$ cat src/rtl/arm_cond_pkg.sv
// Shared constants for the ARM condition unit: condition codes and flag bit positions.
package arm_cond_pkg;

    localparam int FLAG_W = 4;

    localparam int FLAG_N = 3;
    localparam int FLAG_Z = 2;
    localparam int FLAG_C = 1;
    localparam int FLAG_V = 0;

    localparam logic [3:0] COND_EQ = 4'b0000;
    localparam logic [3:0] COND_NE = 4'b0001;
    localparam logic [3:0] COND_CS = 4'b0010;
    localparam logic [3:0] COND_CC = 4'b0011;
    localparam logic [3:0] COND_MI = 4'b0100;
    localparam logic [3:0] COND_PL = 4'b0101;
    localparam logic [3:0] COND_VS = 4'b0110;
    localparam logic [3:0] COND_VC = 4'b0111;
    localparam logic [3:0] COND_HI = 4'b1000;
    localparam logic [3:0] COND_LS = 4'b1001;
    localparam logic [3:0] COND_GE = 4'b1010;
    localparam logic [3:0] COND_LT = 4'b1011;
    localparam logic [3:0] COND_GT = 4'b1100;
    localparam logic [3:0] COND_LE = 4'b1101;
    localparam logic [3:0] COND_AL = 4'b1110;
    localparam logic [3:0] COND_NV = 4'b1111;

endpackage

$ cat src/rtl/cond_eval.sv
// Combinational ARM condition evaluator: decides whether Cond holds for the given NZCV flags.
module cond_eval
    import arm_cond_pkg::*;
(
    input  logic [3:0]        Cond,
    input  logic [FLAG_W-1:0] Flags,
    output logic              CondEx
);

    logic n, z, c, v;

    assign n = Flags[FLAG_N];
    assign z = Flags[FLAG_Z];
    assign c = Flags[FLAG_C];
    assign v = Flags[FLAG_V];

    always_comb begin
        CondEx = 1'b0;
        case (Cond)
            COND_EQ: CondEx = z;
            COND_NE: CondEx = ~z;
            COND_CS: CondEx = c;
            COND_CC: CondEx = ~c;
            COND_MI: CondEx = n;
            COND_PL: CondEx = ~n;
            COND_VS: CondEx = v;
            COND_VC: CondEx = ~v;
            COND_HI: CondEx = c & ~z;
            COND_LS: CondEx = ~c | z;
            COND_GE: CondEx = ~(n ^ v);
            COND_LT: CondEx = n ^ v;
            COND_GT: CondEx = ~z & ~(n ^ v);
            COND_LE: CondEx = z | (n ^ v);
            COND_AL: CondEx = 1'b1;
            default: CondEx = 1'b0;
        endcase
    end

endmodule

$ cat src/rtl/cond_unit_pipe.sv
// Execute-stage condition unit: owns NZCV, gates writes by condition/stall/flush,
// and registers the gated controls into the Memory stage.
module cond_unit_pipe
    import arm_cond_pkg::*;
(
    input  logic              clk,
    input  logic              reset,
    input  logic [3:0]        CondE,
    input  logic [FLAG_W-1:0] ALUFlagsE,
    input  logic [1:0]        FlagWE,
    input  logic              PCSE,
    input  logic              RegWE,
    input  logic              MemWE,
    input  logic              NoWriteE,
    input  logic              ValidE,
    input  logic              StallE,
    input  logic              FlushE,
    output logic [FLAG_W-1:0] Flags,
    output logic              CondExE,
    output logic              ValidM,
    output logic              PCSrcM,
    output logic              RegWriteM,
    output logic              MemWriteM
);

    logic [FLAG_W-1:0] flags_q, flags_d;
    logic valid_m_q, valid_m_d;
    logic pcsrc_m_q, pcsrc_m_d;
    logic regw_m_q, regw_m_d;
    logic memw_m_q, memw_m_d;
    logic advance;
    logic commit;

    cond_eval u_cond_eval (
        .Cond   (CondE),
        .Flags  (flags_q),
        .CondEx (CondExE)
    );

    // A stalled or flushed instruction must leave no architectural trace.
    assign advance = ~StallE & ~FlushE;
    assign commit  = ValidE & CondExE & advance;

    always_comb begin
        flags_d = flags_q;
        if (commit && FlagWE[1]) begin
            flags_d[FLAG_N] = ALUFlagsE[FLAG_N];
            flags_d[FLAG_Z] = ALUFlagsE[FLAG_Z];
        end
        if (commit && FlagWE[0]) begin
            flags_d[FLAG_C] = ALUFlagsE[FLAG_C];
            flags_d[FLAG_V] = ALUFlagsE[FLAG_V];
        end

        valid_m_d = advance & ValidE;
        pcsrc_m_d = PCSE & commit;
        regw_m_d  = RegWE & ~NoWriteE & commit;
        memw_m_d  = MemWE & commit;
    end

    always_ff @(posedge clk or posedge reset) begin
        if (reset) begin
            flags_q   <= '0;
            valid_m_q <= 1'b0;
            pcsrc_m_q <= 1'b0;
            regw_m_q  <= 1'b0;
            memw_m_q  <= 1'b0;
        end else begin
            flags_q   <= flags_d;
            valid_m_q <= valid_m_d;
            pcsrc_m_q <= pcsrc_m_d;
            regw_m_q  <= regw_m_d;
            memw_m_q  <= memw_m_d;
        end
    end

    assign Flags     = flags_q;
    assign ValidM    = valid_m_q;
    assign PCSrcM    = pcsrc_m_q;
    assign RegWriteM = regw_m_q;
    assign MemWriteM = memw_m_q;

endmodule

$ cat config.mk
export PLATFORM = sky130hd
export DESIGN_NAME = cond_unit_pipe
export DESIGN_NICKNAME = d
export VERILOG_FILES = /design/src/rtl/arm_cond_pkg.sv /design/src/rtl/cond_eval.sv /design/src/rtl/cond_unit_pipe.sv
export SDC_FILE = /design/constraint.sdc
export NUM_CORES = 1
export LEC_CHECK = 0
export ABC_AREA = 1
export CAP_MARGIN = 10
export CORE_MARGIN = 2
export CORE_UTILIZATION = 41
export CTS_CLUSTER_SIZE = 30
export DETAILED_ROUTE_END_ITERATION = 16
export PLACE_DENSITY = 0.86
export SETUP_SLACK_MARGIN = 0.4
export SLEW_MARGIN = 10
export SYNTH_ARGS = -nofsm -noshare
export SYNTH_HDL_FRONTEND = slang
export SYNTH_HIERARCHICAL = 1
export SYNTH_SLANG_ARGS = --single-unit
$ cat constraint.sdc
create_clock -name clk -period 3.45 [get_ports clk]
set_input_delay 0.69 -clock clk [delete_from_list [all_inputs] [get_ports clk]]
set_output_delay 0.69 -clock clk [all_outputs]
set_load 0.005 [all_outputs]
==> results of run 1 <==
==> layout make-up <==
cell class	count	share of cell area, %
sequential	8	22.79
inverter	13	5.556
timing repair buffer	27	31.91
clock buffer	3	2.564
tap	15	2.137
multi-input combinational	68	35.04
==> cells by family (layout without fill, tap and decap cells) <==
kind of cell,count (synthesis),after routing
simple gates,66,66
compound gates,2,2
flops,8,8
buf+inv,13,43
==> tightest hold or removal path: stages (launching register included) <==
cell and delay, ns:
dfrtp_1 0.41, nand2_1 0.08, nand2_1 0.05
==> worst max-delay path by stage <==
stage,to,cells after the start,startpoint
6_report,CondExE,10,CondE[3]
5_1_grt,CondExE,10,CondE[3]
4_1_cts,CondExE,10,CondE[3]
3_5_place_dp,CondExE,10,CondE[3]
3_3_place_gp,CondExE,10,CondE[3]
2_1_floorplan,CondExE,8,CondE[3]
==> power by group <==
part           leakage, nW  internal (mW)  switching (mW)
combinational        0.348         0.0861          0.0728
clock               0.0138         0.0397          0.0299
sequential           0.106          0.113          0.0259
==> routing by layer <==
metal / wire (µm) / GRT usage, %
met2: 673 / 34.92
met1: 549 / 19.32
met3: 137 / 6.522
met4: 0 / 5.000
met5: 0 / 0
==> synth_stat cells <==
cell type  number
dfrtp_1         8
nor2_1         12
a21oi_1         2
nor2_4          1
nand4_1         4
nand3_1        13
nor3b_1         1
inv_1          10
clkinv_1        2
nand2_1        32
nor3_1          1
nand2_2         1
inv_2           1
nand3b_1        1
==> through the flow <==
step	hold slack, ns	utilization (%)
CTS	0.5700	67.19
global route	0.5925	68.35
finish	0.5699	68.35
global placement	0.5531	65.43
floorplan	0.5057	-
detailed placement	0.5568	65.43
==> sequential cells by signal, indices dropped and copies added, names as in the netlist <==
register / cells
RegWriteM: 1
MemWriteM: 1
Flags: 4
PCSrcM: 1
ValidM: 1
==> timing repair <==
action                     in CTS  in global routing
gates resized for setup         0                  6
setup endpoints to repair       0                  1
hold buffers                    0                  0
==> out/metrics.cfg, run 1 <==
[run_status]
status = finished clean

[logic_synthesis]
synth_fa_ha_area_share_pct = 0
syn-instance-count = 89
muxShareOfSynthArea_pct = 0
synth_compound_area_share_pct = 1.814
synth.top_cell.area_share_pct = 36.28
synth_top_family_by_area = simple AND/OR/NAND/NOR gates
ys_warn_count = 6
yosysSeqAreaShare_pct = 36.28
synth-xor-area-share_pct = 0
yosys-top-cells-area = dfrtp_1 (36%), nand2_1 (22%), nand3_1 (12%), nor2_1 (8.2%), inv_1 (6.8%)
synth_area_um2 = 551.8
synth-simple-area-share_pct = 53.06
synth_nets = 108
ys_ff_latch = 8
synth_top_cell_by_area = dfrtp_1
avgSynthCellArea_um2 = 6.200
ys_types = 14

[clock_network]
cts_buffer_depth = 2
cts_tree = done
numCtsBuffers = 3
cts_setup_buffers = 0
root_buffer = clkbuf_4
clock_sinks = 8
clk_pin_slew_worst_paths_ns = 0.05
htree_num_levels = 1
clk_latency_ns = 0.25

[drt]
vias = 644
drt_iter0_markers = 13
routed_wl_um = 1360
vias_per_cell = 4.806
post_drt_wl_per_cell_um = 10.15
drc_errors = 0
drtAntennaViolNets = 0
firstDrtPassIters = 4

[setup_path]
slowest_delay_ns = 0.51
reg2reg_depth = 13
end_kind = output pin
r2r_setup_slack_ns = 1.94
critPathSlowestCell = clkdlybuf4s50_1
cp.arrival_ns = 1.99
cp_cell_sequence = dlymetal6s2s_1, inv_1, nor2_1, nand3_1, nand2_1, nand2_1, nand2_1, nor2_1, nand2_1, clkdlybuf4s50_1
crit_top_cell = nand2_1
cp_top_family = buffers and inverters
crit_type = primary input to output pin
reg2reg_from = Flags[3]$_DFFE_PP0P_
start_kind = primary input
crit_fanout = 5
crit_buf_inv = 3
r2r_end = Flags[1]$_DFFE_PP0P_
cp_data_required_time_ns = 2.76

[timing]
max_freq_ghz = 0.3736
finalSetupViolCount = 0
max_slew_margin_pct = 79.91
grt_setup_unrepaired = no
finalSetupTns_ns = 0
finClkSkew_ns = 0.003014
slew_violations = 0
tightest_slew_ns = 0.3010
finalCritPeriodShare_pct = 77.58
fin_ws_ns = 0.7734
min_period_ns = 2.677
hold_viol = 0

[flow_run]
drv_cap = 0

[die]
rows = 13
die_x_um = 40.69
die_y_um = 40.69
core_mm2 = 0.001285
ios = 28
start_util_pct = 42.94
die_area_mm2 = 0.001655

[grt]
grt_pass1_wl_um = 2042
grt_pass1_vias = 573
grt_max_degree = 9
globalRouteTotalUtil_pct = 18.63
antenna_found_initial = 0
grt.overflow.total = 0

[pwr]
total_power_mw = 0.3672
ir_drop_v = 0.0003776
cellLeakagePower_nw = 0.4677
powerDensity_mw_per_mm2 = 418.1

[layout]
final_area_um2 = 878.3
fill_cells = 116
layout_common_cells = nand2_1 (32), clkdlybuf4s50_1 (23), nand3_1 (13)
area_delta_synth_final_pct = 59.18
diodes = 0
layout.cells.most_common = nand2_1
regArea_um2 = 200.2
stdcell_count = 134
layout.nets = 140
drive_above_1_share_pct = 6.723
multi_input_area_um2 = 307.8

[placed_design]
dp_slack_ns = 0.4241
dp_hpwl_um = 1103
place_inst = 131
place.gp.congestion = 0.7837
placed_area_um2 = 840.8
portBuffers = 27

[min_path]
holdPathEnd = Flags[1]$_DFFE_PP0P_
hold_path.class = flip-flop to flip-flop
hp-start = Flags[1]$_DFFE_PP0P_
whs_path_depth = 2

Note: power is estimated with default switching activity, not from simulation.
==> run 2, diff against run 1 <==
CORE_UTILIZATION = 38   (was 41)
PLACE_DENSITY = 0.81   (was 0.86)
clock period = 2.5 ns   (was 3.45 ns; I/O delays follow)
==> out/metrics.cfg, run 2 (same netlist as run 1, synthesis figures left out) <==
[run_status]
status = finished clean

[timing]
max_slew_margin_pct = 79.57
tightest_slew_ns = 0.3061
slew_violations = 0
grt_setup_unrepaired = no
hold_viol = 0
finalSetupTns_ns = 0
min_period_ns = 1.948
whs_ns = 0.4878
finClkSkew_ns = 0.001924
finalSetupViolCount = 0
finalCritPeriodShare_pct = 77.92
max_freq_ghz = 0.5133

[setup_path]
crit_type = primary input to output pin
critPathSlowestCell = clkdlybuf4s15_2
cp.depth = 10
cp.arrival_ns = 1.45
crit_fanout = 5
reg2reg_depth = 13
end_kind = output pin
cp-startpoint = CondE[3]
cp_cell_sequence = clkdlybuf4s15_2, inv_1, nor2_1, nand3_1, nand2_1, nand2_1, nand2_1, nor2_1, nand2_1, clkbuf_2
slowest_delay_ns = 0.24
crit_buf_inv = 3
cp_data_required_time_ns = 2.00
reg2reg_from = Flags[3]$_DFFE_PP0P_
cp_top_family = simple AND/OR/NAND/NOR gates
crit_top_cell = nand2_1
start_kind = primary input

[grt]
grt_max_degree = 9
grt_pass1_vias = 701
globalRouteTotalUtil_pct = 19.07
grt_pass1_wl_um = 2594
antenna_found_initial = 0
grt.overflow.total = 0

[drt]
drtAntennaViolNets = 0
drt_iter0_markers = 17
wl_met2_um = 797
vias = 699
routed_wl_um = 1539
wl_met1_um = 567
highest_layer = met4
post_drt_wl_per_cell_um = 11.15
dr_wl_met3_um = 138
vias_per_cell = 5.065
drc_errors = 0
firstDrtPassIters = 4

[clock_network]
numCtsBuffers = 3
clk_latency_ns = 0.25
clk_pin_slew_worst_paths_ns = 0.05
clock_sinks = 8
htree_num_levels = 1
cts_buffer_depth = 2
cts_tree = done
root_buffer = clkbuf_4
cts_hold_buffers = 0

[die]
core_mm2 = 0.001334
rows = 13
start_util_pct = 41.37
die_y_um = 42.11
die_x_um = 42.11
ios = 28
die_area_mm2 = 0.001773

[layout]
final_area_um2 = 902.1
fill_cells = 132
drive_above_1_share_pct = 17.07
layout.cells.most_common = nand2_1
diodes = 0
layout.nets = 144
area_delta_synth_final_pct = 63.49
largest_reg_flops = 4
layout_common_cells = nand2_1 (31), clkdlybuf4s50_1 (22), nand3_1 (12)

[pwr]
cellLeakagePower_nw = 0.4586
powerDensity_mw_per_mm2 = 569.5
ir_drop_v = 0.0003745

[placed_design]
place.gp.congestion = 0.8619
placed_area_um2 = 863.3
portBuffers = 27
dp_hpwl_um = 1238

[min_path]
hold_path.class = primary input to asynchronous set/reset pin

[flow_run]
drv_cap = 0

==> run 2: cell count changes in the layout (fill, tap and decap cells not counted), sizes merged <==
cell,change
inv,+1
dlymetal6s2s,-4
buf,+5
clkdlybuf4s15,+3
clkbuf,+1
clkdlybuf4s50,-1
clkinv,-1
==> run 2: final cells by class <==
class / instances / area [µm²] / area share [%]
Tap cell: 15 / 18.77 / 2.080
Inverter: 13 / 48.80 / 5.409
Timing Repair Buffer: 31 / 294.0 / 32.59
Multi-Input combinational cell: 68 / 317.8 / 35.23
Sequential cell: 8 / 200.2 / 22.19
Clock buffer: 3 / 22.52 / 2.497
==> run 2: routing by layer <==
metal | track usage, % | vias up
met5 | 0 | -
met4 | 12.50 | 0
met3 | 3.879 | 5
met2 | 36.25 | 32
met1 | 18.13 | 308
li1 | - | 354
==> run 2: metrics by stage <==
stage	cells	total power [mW]	utilization (%)	setup WS [ns]
global route	138	0.5542	67.64	0.4419
global placement	134	0.4143	64.73	-0.1319
floorplan	89	0.2937	-	0.9989
finish	138	0.5137	67.64	0.5520
CTS	138	0.5195	68.39	0.4174
detailed placement	134	0.4191	64.73	-0.1202
==> run 2: final timing paths <==
| path | end | slack, ns |
|---|---|---|
| setup reg to reg | Flags[1]$_DFFE_PP0P_ | 1.02 |
| min in group clk | Flags[0]$_DFFE_PP0P_ | 0.56 |
| max in group asynchronous | RegWriteM$_DFF_PP0_ | 1.78 |
| setup / recovery | CondExE | 0.55 |
| hold reg to reg | Flags[0]$_DFFE_PP0P_ | 0.56 |
| hold / removal | PCSrcM$_DFF_PP0_ | 0.49 |
==> run 2: power by group <==
| group | leakage (nW) | switching (mW) | internal, mW |
|---|---|---|---|
| sequential | 0.106 | 0.0363 | 0.156 |
| combinational | 0.339 | 0.106 | 0.119 |
| clock | 0.0138 | 0.0418 | 0.0548 |
==> run 2: what timing repair did <==
| action | 4_1_cts | 5_1_grt |
|---|---|---|
| pin swaps | 1 | 2 |
| setup endpoints to repair | 1 | 1 |
| setup buffers | 1 | 0 |
| resized for setup | 18 | 4 |
==> run 3, diff against run 2 <==
clock period = 1.9 ns   (was 2.5 ns; I/O delays follow)
==> out/metrics.cfg, run 3 (same netlist as run 1, synthesis figures left out) <==
[setup_path]
cp_data_required_time_ns = 1.52
crit_buf_inv = 2
start_kind = flip-flop
r2r_setup_slack_ns = 0.41
cp.arrival_ns = 1.37
crit_fanout = 5
critPathSlowestCell = dfrtp_1
end_kind = output pin
crit_type = flip-flop to output pin
cp_top_family = simple AND/OR/NAND/NOR gates
cp_cell_sequence = inv_2, nand2_2, nand3_2, nand2_1, nand2_1, nand2_1, nor2_1, nand2_1, buf_2
slowest_delay_ns = 0.43
cp-startpoint = Flags[3]$_DFFE_PP0P_
reg2reg_from = Flags[3]$_DFFE_PP0P_
crit_top_cell = nand2_1

[placed_design]
dp_slack_ns = -0.4764
dp_hpwl_um = 1183
portBuffers = 27
place.gp.congestion = 0.8629
placed_area_um2 = 878.3
place_inst = 136

[die]
die_area_mm2 = 0.001773
rows = 13
die_x_um = 42.11
core_mm2 = 0.001334
start_util_pct = 41.37
die_y_um = 42.11
ios = 28

[clock_network]
cts_hold_buffers = 0
cts_tree = done
root_buffer = clkbuf_4
cts_buffer_depth = 2
clk_pin_slew_worst_paths_ns = 0.06
clk_latency_ns = 0.26
htree_num_levels = 1
numCtsBuffers = 3
clock_sinks = 8

[timing]
min_period_ns = 1.754
tightest_slew_ns = 0.3219
finClkSkew_ns = 0.007740
hold_viol = 0
slew_violations = 0
max_slew_margin_pct = 78.51
finalSetupViolCount = 0
grt_setup_unrepaired = yes
finalCritPeriodShare_pct = 92.31
finalSetupTns_ns = 0
whs_ns = 0.3665
fin_ws_ns = 0.1461
max_freq_ghz = 0.5702

[grt]
grt_pass1_vias = 667
globalRouteTotalUtil_pct = 19.59
grt_max_degree = 9
grt_pass1_wl_um = 2539
grt.overflow.total = 0
antenna_found_initial = 0

[layout]
layout.cells.most_common = nand2_1
stdcell_count = 144
fill_cells = 119
layout.nets = 150
layout_common_cells = nand2_1 (29), clkdlybuf4s50_1 (18), dfrtp_1 (8), buf_4 (8), nand3_1 (8)
final_area_um2 = 996.0
largest_reg_flops = 4
drive_above_1_share_pct = 28.68
area_delta_synth_final_pct = 80.50
multi_input_area_um2 = 355.3
regArea_um2 = 200.2
fin_util_pct = 74.67
diodes = 0

[pwr]
cellLeakagePower_nw = 0.5227
total_power_mw = 0.7624
powerDensity_mw_per_mm2 = 765.5
ir_drop_v = 0.0005282

[drt]
firstDrtPassIters = 4
vias = 708
routed_wl_um = 1653
post_drt_wl_per_cell_um = 11.48
drc_errors = 0
drt_iter0_markers = 8
drtAntennaViolNets = 0
vias_per_cell = 4.917

[run_status]
status = finished clean

[flow_run]
drv_cap = 0

[min_path]
hold_path.class = primary input to asynchronous set/reset pin

==> run 3: cell types whose count changed in the layout (fill, tap and decap cells not counted), moves of 3 or more <==
cell             change
nor2_2               +3
inv_1                -3
clkdlybuf4s50_1      -4
nand3_1              -4
buf_4                +4
dlygate4sd2_1        +3
nor2_1               -3
nand3_2              +4
==> run 3: final cells by class <==
type / count / area share, %
clock buffers: 3 / 2.261
repair buffers: 37 / 35.18
well taps: 15 / 1.884
multi-input cells: 68 / 35.68
flip-flops and latches: 8 / 20.10
inverters: 13 / 4.899
==> run 3: where the power goes <==
group / total, mW / internal (mW) / leakage, nW / switching [mW]
Sequential: 0.247 / 0.205 / 0.106 / 0.0423
Clock: 0.136 / 0.0726 / 0.0138 / 0.0633
Combinational: 0.379 / 0.198 / 0.403 / 0.181
Total: 0.762 / 0.476 / 0.523 / 0.286
==> run 3: layer usage <==
| metal | routed length (µm) | global-route usage (%) | vias to the layer above |
|---|---|---|---|
| li1 | - | - | 364 |
| met1 | 636 | 18.88 | 298 |
| met2 | 778 | 33.75 | 36 |
| met4 | 87 | 17.50 | 0 |
| met3 | 150 | 5.172 | 10 |
| met5 | 0 | 0 | - |
==> run 3: repair_timing <==
| item | CTS | global route |
|---|---|---|
| gates resized for setup | 27 | 12 |
| endpoints found under the setup margin | 12 | 10 |
| buffers inserted | 5 | 0 |
| pin swaps | 1 | 6 |
==> run 3: path summary, 6_finish.rpt <==
check,cells after the start,to
min in group clk,3,MemWriteM$_DFF_PP0_
worst max register to register,13,Flags[2]$_DFFE_PP0P_
worst max-delay path,9,CondExE
worst min-delay path,2,PCSrcM$_DFF_PP0_
max in group asynchronous,2,Flags[1]$_DFFE_PP0P_
worst min register to register,3,Flags[1]$_DFFE_PP0P_
